`src/rtl/fsm_mon_pkg.sv`:
```
// Shared types and helpers for the FSM state-code monitor.
package fsm_mon_pkg;

  typedef enum logic [1:0] {
    INIT,
    TRACK,
    FAULT
  } mon_state_t;

  localparam int unsigned IDLE_CODE = 0;
  localparam int unsigned NUM_LEGAL = 4;

  // Allowed moves on the 4-state ring: hold, step forward, or abort to idle.
  function automatic logic is_legal_trans(input logic [1:0] prev_code,
                                          input logic [1:0] next_code);
    return (next_code == prev_code) ||
           (next_code == 2'(prev_code + 2'd1)) ||
           (next_code == 2'(IDLE_CODE));
  endfunction

endpackage

```
`src/rtl/fsm_code_monitor_if.sv`:
```
// Code stream from a protected FSM to its monitor.
interface fsm_code_monitor_if #(
  parameter int unsigned CODE_W = 3
);
  logic [CODE_W-1:0] fsm_code;
  logic              code_valid;

  modport master (output fsm_code, output code_valid);
  modport slave  (input  fsm_code, input  code_valid);
endinterface

```
`src/rtl/fsm_mon_sat_cnt.sv`:
```
// Saturating up-counter; a clear in the same cycle as an increment yields 1.
module fsm_mon_sat_cnt #(
  parameter int unsigned CNT_W = 8
) (
  input  logic             clk,
  input  logic             rst_n,
  input  logic             clr,
  input  logic             inc,
  output logic [CNT_W-1:0] q
);

  always_ff @(posedge clk or negedge rst_n) begin
    if (!rst_n) begin
      q <= '0;
    end else if (clr) begin
      q <= inc ? CNT_W'(1) : '0;
    end else if (inc && (q != '1)) begin
      q <= q + 1'b1;
    end
  end

endmodule

```
`src/rtl/fsm_code_monitor.sv`:
```
// Receive-side checker for a 4-state FSM code stream: decode, dwell, fault latch.
// Optional dwell timeout enabled by defining FSM_MON_TIMEOUT_EN.
module fsm_code_monitor
  import fsm_mon_pkg::*;
#(
  parameter int unsigned CODE_W    = 3,
  parameter int unsigned CNT_W     = 8,
  parameter int unsigned DWELL_MAX = 200
) (
  input  logic                clk,
  input  logic                rst_n,
  fsm_code_monitor_if.slave   code_if,
  input  logic                err_clr,
  output logic [1:0]          cur_state,
  output logic [CNT_W-1:0]    dwell_cnt,
  output logic                illegal_code,
  output logic                illegal_trans,
  output logic                timeout,
  output logic                err_sticky,
  output logic [CNT_W-1:0]    err_count,
  output logic                safe_req
);

  if (DWELL_MAX == 0 || DWELL_MAX >= (1 << CNT_W)) begin : g_dwell_range
    $error("DWELL_MAX must fit below dwell counter saturation");
  end

  mon_state_t state, eff_state, next_state;
  logic [1:0] prev_code, next_prev, next_cur, code2;
  logic       code_legal, ic_hit, it_hit, fault, dwell_inc, dwell_clr;
`ifdef FSM_MON_TIMEOUT_EN
  logic       to_hit;
`endif

  assign code2      = code_if.fsm_code[1:0];
  assign code_legal = (code_if.fsm_code < CODE_W'(NUM_LEGAL));

  // err_clr out of FAULT is applied before the current sample is judged,
  // so a fault in the same cycle lands on a freshly cleared monitor.
  always_comb begin
    eff_state  = (err_clr && state == FAULT) ? INIT : state;
    next_state = eff_state;
    next_cur   = cur_state;
    next_prev  = prev_code;
    ic_hit     = 1'b0;
    it_hit     = 1'b0;
    dwell_inc  = 1'b0;
    dwell_clr  = err_clr && (state == FAULT);
`ifdef FSM_MON_TIMEOUT_EN
    to_hit     = 1'b0;
`endif
    if (code_if.code_valid) begin
      if (!code_legal) begin
        ic_hit     = 1'b1;
        next_state = FAULT;
      end else begin
        case (eff_state)
          INIT: begin
            next_cur   = code2;
            next_prev  = code2;
            dwell_clr  = 1'b1;
            next_state = TRACK;
          end
          TRACK: begin
            next_prev = code2;
            if (!is_legal_trans(prev_code, code2)) begin
              it_hit     = 1'b1;
              next_state = FAULT;
            end else begin
              next_cur = code2;
              if (code2 == prev_code) begin
                dwell_inc = 1'b1;
`ifdef FSM_MON_TIMEOUT_EN
                if (cur_state != 2'(IDLE_CODE) &&
                    dwell_cnt == CNT_W'(DWELL_MAX - 1)) begin
                  to_hit     = 1'b1;
                  next_state = FAULT;
                end
`endif
              end else begin
                dwell_clr = 1'b1;
              end
            end
          end
          FAULT: begin
            next_prev = code2;
            it_hit    = !is_legal_trans(prev_code, code2);
          end
          default: ;
        endcase
      end
    end
  end

`ifdef FSM_MON_TIMEOUT_EN
  assign fault = ic_hit | it_hit | to_hit;
`else
  assign fault = ic_hit | it_hit;
`endif

  always_ff @(posedge clk or negedge rst_n) begin
    if (!rst_n) begin
      state         <= INIT;
      prev_code     <= '0;
      cur_state     <= '0;
      illegal_code  <= 1'b0;
      illegal_trans <= 1'b0;
      err_sticky    <= 1'b0;
      safe_req      <= 1'b0;
    end else begin
      state         <= next_state;
      prev_code     <= next_prev;
      cur_state     <= next_cur;
      illegal_code  <= ic_hit;
      illegal_trans <= it_hit;
      safe_req      <= (next_state == FAULT);
      if (fault) begin
        err_sticky <= 1'b1;
      end else if (err_clr) begin
        err_sticky <= 1'b0;
      end
    end
  end

`ifdef FSM_MON_TIMEOUT_EN
  always_ff @(posedge clk or negedge rst_n) begin
    if (!rst_n) begin
      timeout <= 1'b0;
    end else begin
      timeout <= to_hit;
    end
  end
`else
  assign timeout = 1'b0;
`endif

  fsm_mon_sat_cnt #(.CNT_W(CNT_W)) u_dwell_cnt (
    .clk   (clk),
    .rst_n (rst_n),
    .clr   (dwell_clr),
    .inc   (dwell_inc),
    .q     (dwell_cnt)
  );

  fsm_mon_sat_cnt #(.CNT_W(CNT_W)) u_err_cnt (
    .clk   (clk),
    .rst_n (rst_n),
    .clr   (err_clr),
    .inc   (fault),
    .q     (err_count)
  );

endmodule
```
`src/flat_wrapper.sv`:
```
// flat-port wrapper written by rule: the top's interface ports become plain ports
module fsm_code_monitor_flat import fsm_mon_pkg::*;
#(
  parameter int unsigned CODE_W    = 3,
  parameter int unsigned CNT_W     = 8,
  parameter int unsigned DWELL_MAX = 200
)
  (clk, rst_n, err_clr, cur_state, dwell_cnt, illegal_code, illegal_trans, timeout, err_sticky, err_count, safe_req, code_if_fsm_code, code_if_code_valid);
  fsm_code_monitor_if #(.CODE_W(CODE_W)) code_if_i ();
  input  logic clk;
  input  logic rst_n;
  input  logic err_clr;
  output logic [1:0] cur_state;
  output logic [CNT_W-1:0] dwell_cnt;
  output logic illegal_code;
  output logic illegal_trans;
  output logic timeout;
  output logic err_sticky;
  output logic [CNT_W-1:0] err_count;
  output logic safe_req;
  input wire logic [$bits(code_if_i.fsm_code)-1:0] code_if_fsm_code;
  input wire logic [$bits(code_if_i.code_valid)-1:0] code_if_code_valid;
  assign code_if_i.fsm_code = code_if_fsm_code;
  assign code_if_i.code_valid = code_if_code_valid;
  fsm_code_monitor #(.CODE_W(CODE_W), .CNT_W(CNT_W), .DWELL_MAX(DWELL_MAX)) u_core (.clk(clk), .rst_n(rst_n), .code_if(code_if_i), .err_clr(err_clr), .cur_state(cur_state), .dwell_cnt(dwell_cnt), .illegal_code(illegal_code), .illegal_trans(illegal_trans), .timeout(timeout), .err_sticky(err_sticky), .err_count(err_count), .safe_req(safe_req));
endmodule
```
`config.mk`:
```
export PLATFORM = sky130hd
export DESIGN_NAME = fsm_code_monitor_flat
export DESIGN_NICKNAME = d
export VERILOG_FILES = /design/src/rtl/fsm_mon_pkg.sv /design/src/rtl/fsm_code_monitor_if.sv /design/src/rtl/fsm_mon_sat_cnt.sv /design/src/rtl/fsm_code_monitor.sv /design/src/flat_wrapper.sv
export SDC_FILE = /design/constraint.sdc
export NUM_CORES = 1
export LEC_CHECK = 0
export CAP_MARGIN = 20
export CORE_ASPECT_RATIO = 0.9
export CORE_UTILIZATION = 47
export CTS_BUF_LIST = sky130_fd_sc_hd__clkbuf_4 sky130_fd_sc_hd__clkbuf_8
export CTS_CLUSTER_DIAMETER = 100
export DETAILED_ROUTE_END_ITERATION = 6
export PLACE_DENSITY = 0.78
export REMOVE_ABC_BUFFERS = 1
export SYNTH_ARGS = -nofsm -noshare
export SYNTH_HDL_FRONTEND = slang
export SYNTH_SLANG_ARGS = --single-unit
```
`constraint.sdc`:
```
create_clock -name clk -period 1.9 [get_ports clk]
set_clock_uncertainty 0.05 [all_clocks]
set_input_delay 0.38 -clock clk [delete_from_list [all_inputs] [get_ports clk]]
set_output_delay 0.38 -clock clk [all_outputs]
set_load 0.05 [all_outputs]
```
==> impl_metrics.yaml, run 1 <==
route:
  drtAntennaViolNets: 0
  postRouteWirelength_mm: 3.463
  avgViaCountPerCell: 5.472
  wire_per_inst_microns: 15.12
  dr.first_iter.drc_count: 63
  drtPass1Iterations: 4
  route.detailed.drc: 0
  num_vias: 1253
critical_path:
  setup.worst_path.end_class: "register"
  start_kind: "input pin"
  required_ns: 2.09
  cp_data_arrival_time_ns: 2.06
  reg2reg_depth: 7
  critPathMaxFanout: 3
  critPathKind: "input pin to register"
timing:
  hold_viol: 0
  setup_viol: 0
  hold_ws_ns: 0.3430
  rsz0062_at_grt: "true"
  fmax_mhz: 534.3
  report.final.slew_viol_count: 0
  setup_tns_ns: 0
  period_share_pct: 98.51
  post-route-min-period_ns: 1.872
floorplan:
  die_w_microns: 59.71
  start_util_pct: 50.45
  die-area_sq_mm: 0.003221
  coreArea_sq_mm: 0.002793
  boundaryPins: 30
  rows: 18
  die_y_microns: 53.94
clock_tree:
  h-tree-depth: 1
  cts_tree: "done"
  path_clk_slew_ns: 0.15
  clkLatencyLatePin_ns: 0.33
  clockRootBuffer: "clkbuf_4"
  clock_path_buffers: 2
  hold_buffers: 0
  cts_inserted_buffers: 3
  cts.sinks: 26
cells_and_area:
  drive_gt1_share_pct: 37.04
  nets: 199
  stdcell_area_sq_mm: 0.001949
  seqCellArea_sq_um: 651.9
  fill_cells: 223
  area_growth_pct: 38.37
  multi_input_area_sq_um: 815.8
  diodes: 0
global_route:
  grt_pass1_wl_mm: 5.513
  track_usage_pct: 23.03
  grt_pass1_vias: 1217
  gr-total-overflow: 0
  antenna_found_initial: 0
  grt_max_degree: 27
power_and_ir_drop:
  power_density_mw_per_mm2: 822.4
  power.clock.fraction_pct: 18.2
  p_sw_share_pct: 37.85
  p_int_uw: 996.4
  leakage_uw: 0.0008677
  ir_drop_mv: 0.6063
  power_frac_comb_pct: 39.5
  power.switching_uw: 606.7
  pwr-share-seq_pct: 42.3
outcome:
  status: "finished clean"
placed_design:
  placed_area_sq_mm: 0.001810
  globalplace.congestion: 0.8045
  dp_hpwl_mm: 2.298
  port_buffers: 28
synthesis:
  yosys-top-cells-count: "dfrtp_1 (26), nor2_1 (20), nand2_1 (9)"
  synthTopCellsByArea: "dfrtp_1 (46%), nor2_1 (5.3%), xnor2_1 (5.0%), mux2_2 (3.2%), xor2_1 (3.1%)"
  synth_edf_count: 0
  synth.avg_cell_area_sq_um: 10.06
  synth_cell_types: 45
  synth.yosys.seq_area_share_pct: 46.18
  synth_top_area_cell: "dfrtp_1"
  syn-instance-count: 140
  synth_area_sq_mm: 0.001409
  yosysMostFrequentCell: "dfrtp_1"
  ys_seq_elements: 26
  ys_async_sr_fraction_pct: 100.0
  ys.flop_type: "dfrtp_1"
  synth_top_area_share_pct: 46.18
  ys.warnings.count: 0
worst_hold_path:
  hp-class: "input pin to async pin"
run:
  max-cap-violations: 0
metrics by stage:
step | setup WS, ns | total power (uW) | utilization (%) | std cells
finish | 0.02836 | 1603 | 69.80 | 229
global route | -0.03925 | 1687 | 69.80 | 229
CTS | 0.0001745 | 1564 | 67.38 | 228
detailed placement | -0.5044 | 1264 | 64.83 | 224
global placement | -0.4267 | 1248 | 64.83 | 224
floorplan | 0.03581 | 1025 | - | 137
timing repair:
action                                  4_1_cts  5_1_grt
pin swaps                                     3        5
buffers inserted                              0        1
gates cloned                                  0        0
endpoints found under the setup margin       13       15
gates resized for setup                       6       13
cell usage in the layout, fill, tap and decap left out, types with 3 or more instances in the layout:
cell type,Yosys,final
nand2b_1,4,3
nand3_1,4,4
clkdlybuf4s50_1,0,4
xor2_1,5,4
nor3_1,6,5
xnor2_1,8,8
o21ai_0,3,3
a21oi_1,4,3
nand2_1,9,8
nor2_1,20,20
mux2_2,4,4
dfrtp_1,26,25
buf_4,1,41
inv_1,4,4
clkbuf_4,0,3
flip-flops by register name (all words and copies together) (netlist names):
register	cells
u_core.state	2
u_core.illegal_trans	1
u_core.prev_code	2
u_core.err_sticky	1
u_core.illegal_code	1
u_core.u_dwell_cnt.q	8
u_core.safe_req	1
u_core.cur_state	2
u_core.u_err_cnt.q	8
critical path: stages:
cell	delay (ns)
clkdlybuf4s50_1	0.43
nand2b_2	0.21
or4_4	0.54
nor4_4	0.29
xnor2_1	0.16
nor2_1	0.06
power groups by stage:
stage / Sequential (uW) / Combinational (uW) / Clock [uW]
2_1_floorplan: 828 / 196 / 0
3_3_place_gp: 676 / 572 / 0
3_5_place_dp: 681 / 584 / 0
4_1_cts: 672 / 593 / 299
5_1_grt: 692 / 674 / 321
6_report: 678 / 633 / 293
path summary, 6_finish.rpt:
path | start | endpoint | slack (ns)
setup / recovery | code_if_fsm_code[2] | u_core.u_dwell_cnt.q[5] | 0.03
setup reg to reg | u_core.prev_code[1] | u_core.safe_req | 0.04
hold / removal | rst_n | u_core.u_dwell_cnt.q[2] | 0.34
hold reg to reg | u_core.cur_state[0] | u_core.cur_state[0] | 0.47
min in group clk | code_if_fsm_code[0] | u_core.cur_state[0] | 0.35
max in group asynchronous | rst_n | u_core.state[0] | 1.19
routing by layer:
metal  up-vias  GRT usage (%)  part of all wire [%]
met1       604          29.64                    43
met4         0          6.977                   1.7
met2        47          40.00                    50
met3        10          3.606                   5.3
li1        592              -                     -
met5         -              0                     0
logic make-up (layout without fill, tap and decap cells):
group,count (synthesis),count (layout),share of synthesized area (%)
muxes,6,6,4.618
other,1,1,0.2662
buffers and inverters,7,56,2.220
and+or+nand+nor,68,68,27.18
adders and majority gates,2,2,1.776
DFF,26,26,46.18
AOI/OAI and AO/OA,17,17,9.681
xor gates and xnor gates,13,13,8.082
area by class of cell:
type	instances	area share, %
timing repair buffer	48	19.51
multi-input combinational	107	41.85
tap	40	2.567
clock buffer	4	1.861
sequential	26	33.44
inverter	4	0.7702
No activity file was read; power rests on OpenSTA's default activity.
==> run 2, diff against run 1 <==
--- a/config.mk
+++ b/config.mk
@@ -5,7 +5,6 @@
 export SDC_FILE = /design/constraint.sdc
 export NUM_CORES = 1
 export LEC_CHECK = 0
-export CAP_MARGIN = 20
 export CORE_ASPECT_RATIO = 0.9
 export CORE_UTILIZATION = 47
 export CTS_BUF_LIST = sky130_fd_sc_hd__clkbuf_4 sky130_fd_sc_hd__clkbuf_8
==> results of run 2 <==
No change in the layout: final DEF, timing and power equal those of run 1.
